`src/rtl/uart_rx.sv`:
```
`default_nettype none
// ============================================================================
//  Module   : uart_rx
//  Purpose  : 8N1 UART receiver. It oversamples the line with a per-bit
//             counter and outputs good bytes with a one-cycle valid strobe.
//  Revision : 1.0  initial release
// ============================================================================
module uart_rx #(
    parameter int CLKS_PER_BIT = 87,
    parameter int HALF_BIT     = (CLKS_PER_BIT - 1) / 2
) (
    input  logic       clk,
    input  logic       rst,
    input  logic       Rx_Serial,
    output logic [7:0] rx_byte,
    output logic       rx_valid,
    output logic       frame_err,
    output logic       rx_busy
);

    localparam int            CW          = $clog2(CLKS_PER_BIT);
    localparam logic [CW-1:0] C_HALF_LAST = CW'(HALF_BIT - 1);
    localparam logic [CW-1:0] C_BIT_LAST  = CW'(CLKS_PER_BIT - 1);

    typedef enum logic [2:0] {
        S_IDLE      = 3'd0,
        S_START     = 3'd1,
        S_DATA      = 3'd2,
        S_STOP      = 3'd3,
        S_CLEAN     = 3'd4,
        S_WAIT_IDLE = 3'd5
    } state_t;

    state_t        state_q, state_d;
    logic [1:0]    sync_q, sync_d;
    logic [CW-1:0] clk_count_q, clk_count_d;
    logic [2:0]    bit_index_q, bit_index_d;
    logic [7:0]    shift_q, shift_d;
    logic [7:0]    rx_byte_q, rx_byte_d;
    logic          rx_valid_q, rx_valid_d;
    logic          frame_err_q, frame_err_d;
    logic          rx_busy_q, rx_busy_d;
    logic          rx_s;

    assign sync_d = {sync_q[0], Rx_Serial};
    assign rx_s   = sync_q[1];

    always_comb begin
        state_d     = state_q;
        clk_count_d = clk_count_q;
        bit_index_d = bit_index_q;
        shift_d     = shift_q;
        rx_byte_d   = rx_byte_q;
        rx_valid_d  = 1'b0;
        frame_err_d = 1'b0;

        case (state_q)
            S_IDLE: begin
                clk_count_d = '0;
                bit_index_d = '0;
                if (!rx_s) begin
                    state_d = S_START;
                end
            end
            S_START: begin
                // A start bit that is no longer low at mid-bit is treated as a glitch
                if (clk_count_q == C_HALF_LAST) begin
                    clk_count_d = '0;
                    state_d     = rx_s ? S_IDLE : S_DATA;
                end else begin
                    clk_count_d = clk_count_q + 1'b1;
                end
            end
            S_DATA: begin
                if (clk_count_q == C_BIT_LAST) begin
                    clk_count_d = '0;
                    shift_d     = {rx_s, shift_q[7:1]};
                    if (bit_index_q == 3'd7) begin
                        bit_index_d = '0;
                        state_d     = S_STOP;
                    end else begin
                        bit_index_d = bit_index_q + 3'd1;
                    end
                end else begin
                    clk_count_d = clk_count_q + 1'b1;
                end
            end
            S_STOP: begin
                if (clk_count_q == C_BIT_LAST) begin
                    clk_count_d = '0;
                    if (rx_s) begin
                        rx_byte_d  = shift_q;
                        rx_valid_d = 1'b1;
                        state_d    = S_CLEAN;
                    end else begin
                        frame_err_d = 1'b1;
                        state_d     = S_WAIT_IDLE;
                    end
                end else begin
                    clk_count_d = clk_count_q + 1'b1;
                end
            end
            S_CLEAN: begin
                state_d = S_IDLE;
            end
            S_WAIT_IDLE: begin
                // Hold here through a break so it reports only one framing error
                if (rx_s) begin
                    state_d = S_IDLE;
                end
            end
            default: begin
                state_d = S_IDLE;
            end
        endcase

        rx_busy_d = (state_d != S_IDLE);
    end

    always_ff @(posedge clk or posedge rst) begin
        if (rst) begin
            state_q     <= S_IDLE;
            sync_q      <= 2'b11;
            clk_count_q <= '0;
            bit_index_q <= '0;
            shift_q     <= 8'h00;
            rx_byte_q   <= 8'h00;
            rx_valid_q  <= 1'b0;
            frame_err_q <= 1'b0;
            rx_busy_q   <= 1'b0;
        end else begin
            state_q     <= state_d;
            sync_q      <= sync_d;
            clk_count_q <= clk_count_d;
            bit_index_q <= bit_index_d;
            shift_q     <= shift_d;
            rx_byte_q   <= rx_byte_d;
            rx_valid_q  <= rx_valid_d;
            frame_err_q <= frame_err_d;
            rx_busy_q   <= rx_busy_d;
        end
    end

    assign rx_byte   = rx_byte_q;
    assign rx_valid  = rx_valid_q;
    assign frame_err = frame_err_q;
    assign rx_busy   = rx_busy_q;

endmodule
`default_nettype wire
```
`config.mk`:
```
export PLATFORM = sky130hd
export DESIGN_NAME = uart_rx
export DESIGN_NICKNAME = d
export VERILOG_FILES = /design/src/rtl/uart_rx.sv
export SDC_FILE = /design/constraint.sdc
export NUM_CORES = 1
export LEC_CHECK = 0
export ABC_AREA = 1
export CORE_ASPECT_RATIO = 1.4
export CORE_UTILIZATION = 56
export CTS_CLUSTER_DIAMETER = 60
export CTS_CLUSTER_SIZE = 16
export DETAILED_ROUTE_END_ITERATION = 12
export PLACE_DENSITY_LB_ADDON = 0.05
export SLEW_MARGIN = 10
export SYNTH_ARGS = -nofsm -noshare
export SYNTH_HDL_FRONTEND = slang
export SYNTH_SLANG_ARGS = --single-unit
```
`constraint.sdc`:
```
create_clock -name clk -period 1.6 [get_ports clk]
set_input_delay 0.4 -clock clk [delete_from_list [all_inputs] [get_ports clk]]
set_output_delay 0.4 -clock clk [all_outputs]
set_load 0.02 [all_outputs]
```
* Word level (Yosys, flattened, before mapping) *
Index checks and enable logic that the tools add are counted.

word-level totals
  bits in read-only memories = 0
  memory bits (writable) = 0
  bits in registers = 34
  latch bits = 0
  bits of input ports = 3
  memories kept = 0

operators by class
  bitwise gates (word level) = 0
  divide/modulo/power cells = 0
  reductions and logical operators = 8
  muxes and demuxes = 21
  $mul = 0
  shift-type cells = 0
  equal/unequal tests = 8
  add/subtract/negate cells = 2
  magnitude comparators = 0

operators with widths
  cell                                                 count
  2-to-1 mux 3 bit                                     8
  case mux 7 bit (3 select lines)                      1
  case mux 3 bit (5 select lines)                      1
  2-to-1 mux 7 bit                                     2
  adder 7 x 1 -> 7 bit, second input constant          1
  equality test 7 x 6 -> 1 bit, second input constant  1
  equality test 7 bit, second input constant           1
  2-to-1 mux 1 bit                                     7
  equality test 3 x 2 -> 1 bit, second input constant  2
  equality test 3 bit, second input constant           2
  case mux 3 bit (2 select lines)                      1
  nonzero test 3 bit                                   2
  AND reduction 2 bit                                  2
  adder 3 x 1 -> 3 bit, second input constant          1
  equality test 3 x 1 -> 1 bit, second input constant  1
  logical NOT 3 bit                                    1
  AND reduction 3 bit                                  1
  2-to-1 mux 2 bit                                     1
  != test 2 bit, second input constant                 1
  nonzero test 2 bit                                   1
  OR reduction 2 bit                                   1

* Logic depth before layout (Yosys ltp) *
Gate-level depths: netlist (run 1).

  depth after elaboration = 5
  gate-level depth with buffers = 10

* Worst setup path after synthesis (run 1) *
OpenSTA, ideal clock, no wires.

  path type = register -> register
  start = register clk_count_q[0]
  end = register rx_byte_q[1] (netlist: rx_byte[1])
  arrival time = 1326 ps
  cell stages (with the launch flop) = 9
  buffers on the path = 1
  data required time = 1482 ps
  setup slack = 156 ps
  cell sequence = dfrtp_1 inv_1 ha_1 nand3_4 nor2_8 nand3_4 buf_6 nand2_2 o21ai_2

between the ends
  cells in the longest elaborated chain, start to end = 2

ends and longest elaborated chain
  element                               line  source
  start, declared                       36    logic [CW-1:0] clk_count_q, clk_count_d;
  start signal, assigned                134   clk_count_q <= clk_count_d;
  equality test 7 bit                   89    if (clk_count_q == C_BIT_LAST) begin
  AND reduction 3 bit (no source line)  --
  end signal, assigned                  137   rx_byte_q <= rx_byte_d;
  end, declared                         39    logic [7:0] rx_byte_q, rx_byte_d;

Every way passes these cells.
A chain may end at the register's enable or synchronous reset.

* Worst setup path in the final report (run 1) *
  start = register clk_count_q[0]
  end = register rx_busy_q (netlist: rx_busy)

between the ends
  cells in the longest elaborated chain, start to end = 4
  elaborated cells between the ends (all ways) = 7

ends and longest elaborated chain
  element                                                              line        source
  equality test 7 bit or equality test 7 x 6 -> 1 bit (tied branches)  75, 89, 67
  2-to-1 mux 3 bit, on equally long branches                           89, 67, 75
  case mux 3 bit (5 select lines) *                                    57          case (state_q)
  nonzero test 3 bit *                                                 117         rx_busy_d = (state_d != S_IDLE);
  named net rx_busy_d                                                  42          logic rx_busy_q, rx_busy_d;
  end signal, assigned                                                 140         rx_busy_q <= rx_busy_d;
  end, declared                                                        42

The timed path passes the listed nets; every way through them passes the cells marked *.

==> results.sh, run 1 <==
export IMPL_grt_ovfl_total=0
export IMPL_drc=0
export IMPL_leakage_nw=1.04
export IMPL_busiest_layer="met2"
export IMPL_fin_ws_ns=0.117
export IMPL_min_period_ns=1.48
export IMPL_cts_buffers_inserted=5
export IMPL_synth_nets=187
export IMPL_met3_usage_pct=8.13
export IMPL_p_per_area_nw_per_um2=883
export IMPL_drt_first_iter_violations=14
export IMPL_grt_pass1_vias=1254
export IMPL_yosys_warnings=0
export IMPL_finalSetupViolations=0
export IMPL_synth_cells=180
export IMPL_critPathLaunchType="register"
export IMPL_grtUsageMet1_pct=23.6
export IMPL_die_area_um2=3200
export IMPL_grt_pass1_wl_um=5230
export IMPL_clkSinkCount=34
export IMPL_syn_area_um2=1670
export IMPL_intPower_mw=1.32
export IMPL_grt_max_degree=26
export IMPL_worst_setup_path_end_kind="register"
export IMPL_arrival_ns=1.65
export IMPL_fp_dieW_um=48.1
export IMPL_fp_row_count=23
export IMPL_swShare_pct=25.4
export IMPL_cts_root_buf="clkbuf_8"
export IMPL_synth_seq_cells=34
export IMPL_maxCapViolCount=0
export IMPL_clk_path_buf_depth=2
export IMPL_synth_area_per_cell_um2=9.26
export IMPL_cp_max_fo=8
export IMPL_clock_fmax_mhz=674
export IMPL_seq_power_share_pct=52.9
export IMPL_io_pins=14
export IMPL_ys_seq_area_share_pct=51.2
export IMPL_slew_viol_final=0
export IMPL_via_per_inst=5.11
export IMPL_ir_drop_uv=780
export IMPL_status="complete, no violations"
export IMPL_wl_um=3190
export IMPL_fin_util_pct=70.2
export IMPL_diodes=0
export IMPL_synth_cell_types=27
export IMPL_area_growth_pct=20.0
export IMPL_clock_skew_final_ns=0.00713
export IMPL_drt_pass1_iterations=4
export IMPL_start_util_pct=58.5
export IMPL_htreeDepth=2
export IMPL_hold_viol=0
export IMPL_grtUsageTotal_pct=24.0
export IMPL_antenna_found_initial=0
export IMPL_power_frac_clock_pct=36.4
export IMPL_nNetsFinal=212
export IMPL_slew_headroom_pct=78.7
export IMPL_hpwlAfterDp_um=2330
export IMPL_cts_tree="done"
export IMPL_comb_power_share_pct=10.7
export IMPL_path_clk_slew_ns=0.07
export IMPL_worst_slew_pin_slew_ns=0.318
export IMPL_clock_latency_ns=0.29
export IMPL_vias=1242
export IMPL_grt_setup_unrepaired="false"
export IMPL_min_period_over_period_pct=92.7
export IMPL_gp_congestion=0.722
export IMPL_grt_met2_usage_pct=42.1
export IMPL_die_h_um=66.6
export IMPL_critPathKind="reg2reg"
export IMPL_port_buffers=13
export IMPL_dp_slack_ns=-0.00925
export IMPL_drtAntennaViolNets=0
export IMPL_wl_per_cell_um=13.1
export IMPL_hp_class="reg2reg"
export IMPL_critical_path_required_ns=1.77
export IMPL_p_switching_mw=0.449
export IMPL_core_um2=2850
export IMPL_drive_gt1_share_pct=24.8
[critical path, stage by stage, from the launching register on]
cell     delay (ns)
dfrtp_1        0.41
inv_2          0.10
ha_4           0.16
nand3_4        0.10
nor2_8         0.20
nand2_1        0.08
nand2_1        0.07
inv_1          0.04
nor2_1         0.14
nand2_1        0.08
[cell usage after synthesis (all sizes together)]
cell | number | area (µm²)
dfstp | 2 | 52.6
nand3b | 1 | 7.51
nand4 | 1 | 6.26
a21oi | 6 | 30.0
dfrtp | 32 | 801
nand2 | 51 | 204
xor2 | 1 | 8.76
a31oi | 1 | 6.26
ha | 4 | 50.1
inv | 26 | 100
o21ai | 19 | 151
nor3 | 3 | 31.3
nand3 | 14 | 108
nor2 | 14 | 68.8
clkinv | 1 | 3.75
buf | 4 | 37.5
[final timing paths]
path,from,endpoint,slack (ns),cells after the start
hold / removal,sync_q[0]$_DFF_PP1_,sync_q[1]$_DFF_PP1_,0.36,0
hold reg to reg,sync_q[0]$_DFF_PP1_,sync_q[1]$_DFF_PP1_,0.36,0
min in group asynchronous,rst,state_q[1]$_DFF_PP0_,0.48,3
setup reg to reg,clk_count_q[0]$_DFFE_PP0P_,rx_busy$_DFF_PP0_,0.12,9
max in group asynchronous,rst,sync_q[1]$_DFF_PP1_,0.90,3
setup / recovery,clk_count_q[0]$_DFFE_PP0P_,rx_busy$_DFF_PP0_,0.12,9
[placed cells by master, fill, tap and decap left out, drive strengths merged]
cell | synthesis | routed
a21oi | 6 | 6
a31oi | 1 | 1
buf | 4 | 8
clkbuf | 0 | 7
clkdlybuf4s50 | 0 | 2
clkinv | 1 | 2
dfrtp | 32 | 32
dfstp | 2 | 2
dlygate4sd2 | 0 | 11
ha | 4 | 4
inv | 26 | 26
nand2 | 51 | 51
nand3 | 14 | 15
nand3b | 1 | 1
nand4 | 1 | 1
nor2 | 14 | 14
nor3 | 3 | 3
o21ai | 19 | 19
xor2 | 1 | 1
[repair_timing]
item                       4_1_cts  5_1_grt
cloned                           1        0
pin swaps                        1        1
buffers inserted                 0        2
setup endpoints to repair       16       28
resized for setup               12        4
hold buffers                     0        0
[cell type report]
class                      instances  area [µm²]
sequential                        34         853
fill                             224         848
inverter                          27         104
multi-input combinational        116         704
tap                               37        46.3
clock buffer                       7        86.3
clock inverter                     1        5.00
timing repair buffer              21         201
[registers in the layout (all words and copies together), names as in the netlist]
| register | cells |
|---|---|
| rx_valid | 1 |
| rx_byte | 8 |
| state_q | 3 |
| rx_busy | 1 |
| clk_count_q | 7 |
| shift_q | 8 |
| frame_err | 1 |
| bit_index_q | 3 |
| sync_q | 2 |
[power groups by stage]
stage / clock (mW) / combinational [mW] / sequential [mW]
after detailed placement: 0 / 0.179 / 0.945
after global placement: 0 / 0.170 / 0.945
after floorplan: 0 / 0.134 / 0.931
after CTS: 0.660 / 0.183 / 0.930
after global routing: 0.689 / 0.217 / 0.940
final: 0.642 / 0.190 / 0.934
[metal layers]
layer | part of all wire, % | wire length, µm
met5 | 0 | 0
met4 | 2.3 | 73
met3 | 3.2 | 101
met2 | 55 | 1770
met1 | 39 | 1250
[per-stage QoR]
| stage | hold WS (ns) | instance area (µm²) | TNS (ns) | instances | power [mW] |
|---|---|---|---|---|---|
| floorplan | 0.345 | 1670 | 0 | 180 | 1.06 |
| global placement | 0.348 | 1880 | 0 | 232 | 1.12 |
| detailed placement | 0.349 | 1880 | -0.0115 | 232 | 1.12 |
| CTS | 0.356 | 1970 | 0 | 241 | 1.77 |
| global route | 0.366 | 2000 | 0 | 243 | 1.85 |
| finish | 0.357 | 2000 | 0 | 243 | 1.77 |
[cell families after synthesis]
family	share of synthesized area [%]
and+or+nand+nor	25.5
AOI/OAI and AO/OA	11.3
DFF	51.2
buffers and inverters	8.48
xor gates and xnor gates	0.526
adders and majority gates	3.00
No activity file was read; power rests on OpenSTA's default activity.
==> inputs of run 2 (changes only) <==
- CORE_MARGIN: default -> 2
- CORE_UTILIZATION: 56 -> 59
- CTS_BUF_LIST: default -> sky130_fd_sc_hd__clkbuf_4
==> results.sh, run 2 (same netlist as run 1, synthesis figures left out) <==
export IMPL_status="complete, no violations"
export IMPL_maxCapViolCount=0
export IMPL_min_period_over_period_pct=92.9
export IMPL_port_buffers=13
export IMPL_clock_latency_ns=0.35
export IMPL_fp_dieW_um=48.9
export IMPL_start_util_pct=62.4
export IMPL_fin_ws_ns=0.113
export IMPL_drt_pass1_iterations=4
export IMPL_hold_slack_ns=0.324
export IMPL_n_fill_cell=209
export IMPL_finalSetupViolations=0
export IMPL_fp_row_count=22
export IMPL_grt_ovfl_total=0
export IMPL_slew_viol_final=0
export IMPL_grt_max_degree=27
export IMPL_hp_class="in2async"
export IMPL_cts_buffers_inserted=5
export IMPL_worst_slew_pin_slew_ns=0.378
export IMPL_wl_um=3360
export IMPL_cp_max_fo=14
export IMPL_drive_gt1_share_pct=25.4
export IMPL_startpoint="clk_count_q[0]$_DFFE_PP0P_"
export IMPL_critPathLaunchType="register"
export IMPL_slew_headroom_pct=74.8
export IMPL_setup_tns_ns=0
export IMPL_layout_commonest_cell="nand2_1"
export IMPL_core_um2=2670
export IMPL_via_per_inst=5.30
export IMPL_regArea_um2=853
export IMPL_swShare_pct=28.2
export IMPL_io_pins=14
export IMPL_nNetsFinal=211
export IMPL_fin_util_pct=73.4
export IMPL_area_growth_pct=17.6
export IMPL_min_period_ns=1.49
export IMPL_wl_per_cell_um=13.9
export IMPL_htreeDepth=2
export IMPL_multi_input_area_um2=709
export IMPL_critPathKind="reg2reg"
export IMPL_die_area_um2=3270
export IMPL_arrival_ns=1.73
export IMPL_critical_path_required_ns=1.84
export IMPL_clkSinkCount=34
export IMPL_grtUsageTotal_pct=24.9
export IMPL_diodes=0
export IMPL_hpwlAfterDp_um=2410
export IMPL_antenna_found_initial=0
export IMPL_cts_root_buf="clkbuf_4"
export IMPL_worst_setup_path_end_kind="register"
export IMPL_clock_skew_final_ns=0.0146
export IMPL_clk_path_buf_depth=2
export IMPL_clock_fmax_mhz=672
export IMPL_comb_power_share_pct=12.6
export IMPL_p_switching_mw=0.454
export IMPL_leakage_nw=1.02
export IMPL_die_h_um=66.9
export IMPL_dp_slack_ns=-0.0315
export IMPL_grt_pass1_wl_um=5860
export IMPL_p_per_area_nw_per_um2=822
export IMPL_gp_congestion=0.785
export IMPL_path_clk_slew_ns=0.11
export IMPL_reg2reg_from="clk_count_q[0]$_DFFE_PP0P_"
export IMPL_drtAntennaViolNets=0
export IMPL_drc=0
export IMPL_grt_setup_unrepaired="false"
export IMPL_vias=1278
export IMPL_hold_viol=0
export IMPL_power_frac_clock_pct=29.4
export IMPL_ir_drop_uv=750
export IMPL_cts_tree="done"
export IMPL_grt_pass1_vias=1325
export IMPL_intPower_mw=1.16
export IMPL_seq_power_share_pct=58.0
export IMPL_drt_first_iter_violations=18
export IMPL_final_cell_mix="47 x nand2_1, 32 x dfrtp_1, 19 x inv_1"
run 2: cell types whose count changed in the layout (fill, tap and decap cells not counted), sizes merged:
| cell | before | now |
|---|---|---|
| buf | 8 | 7 |
| clkinv | 2 | 3 |
| clkbuf | 7 | 6 |
run 2: cell type report:
cell class              count  share of cell area [%]
clock buffers               6                    2.30
clock inverters             2                   0.447
inverters                  27                    5.30
multi-input cells         116                    36.2
flip-flops and latches     34                    43.6
well taps                  36                    2.30
repair buffers             20                    9.90
run 2: worst paths after layout:
kind,to,slack (ns),cells after the start
hold reg to reg,sync_q[1]$_DFF_PP1_,0.36,0
setup reg to reg,shift_q[4]$_DFFE_PP0P_,0.11,8
setup / recovery,shift_q[4]$_DFFE_PP0P_,0.11,8
max in group asynchronous,shift_q[1]$_DFFE_PP0P_,0.81,3
min in group clk,sync_q[1]$_DFF_PP1_,0.36,0
hold / removal,rx_byte[7]$_DFFE_PP0P_,0.32,2
run 2: layer usage:
layer / routed length [µm] / track usage [%] / up-vias
met3: 72 / 6.05 / 5
li1: - / - / 620
met4: 61 / 13.2 / 0
met2: 1930 / 47.8 / 17
met1: 1290 / 24.3 / 636
met5: 0 / 0 / -
run 2: through the flow:
step           std cells  instance area, µm²  power, mW
3_3_place_gp         230                1870       1.11
2_1_floorplan        180                1670       1.06
5_1_grt              241                1960       1.70
3_5_place_dp         230                1870       1.13
6_report             241                1960       1.61
4_1_cts              239                1930       1.60
run 2: power groups by stage:
stage / Clock (mW) / Sequential, mW / Combinational [mW]
after detailed placement: 0 / 0.947 / 0.182
after floorplan: 0 / 0.931 / 0.134
after global placement: 0 / 0.943 / 0.166
after CTS: 0.481 / 0.931 / 0.188
after global routing: 0.531 / 0.939 / 0.228
final: 0.474 / 0.934 / 0.202
run 2: what timing repair did:
item	CTS	global route
cloned	1	0
hold buffers	0	0
hold endpoints to repair	0	0
endpoints found under the setup margin	19	25
pin swaps	2	1
gates resized for setup	13	5
setup buffers	0	2
run 2: worst max-delay path: stages, from the launching register on:
cell	delay, ns
dfrtp_1	0.41
inv_2	0.09
ha_4	0.16
nand3_4	0.10
nor2_8	0.22
nand2_4	0.10
buf_12	0.16
nand2_1	0.08
o21ai_2	0.05
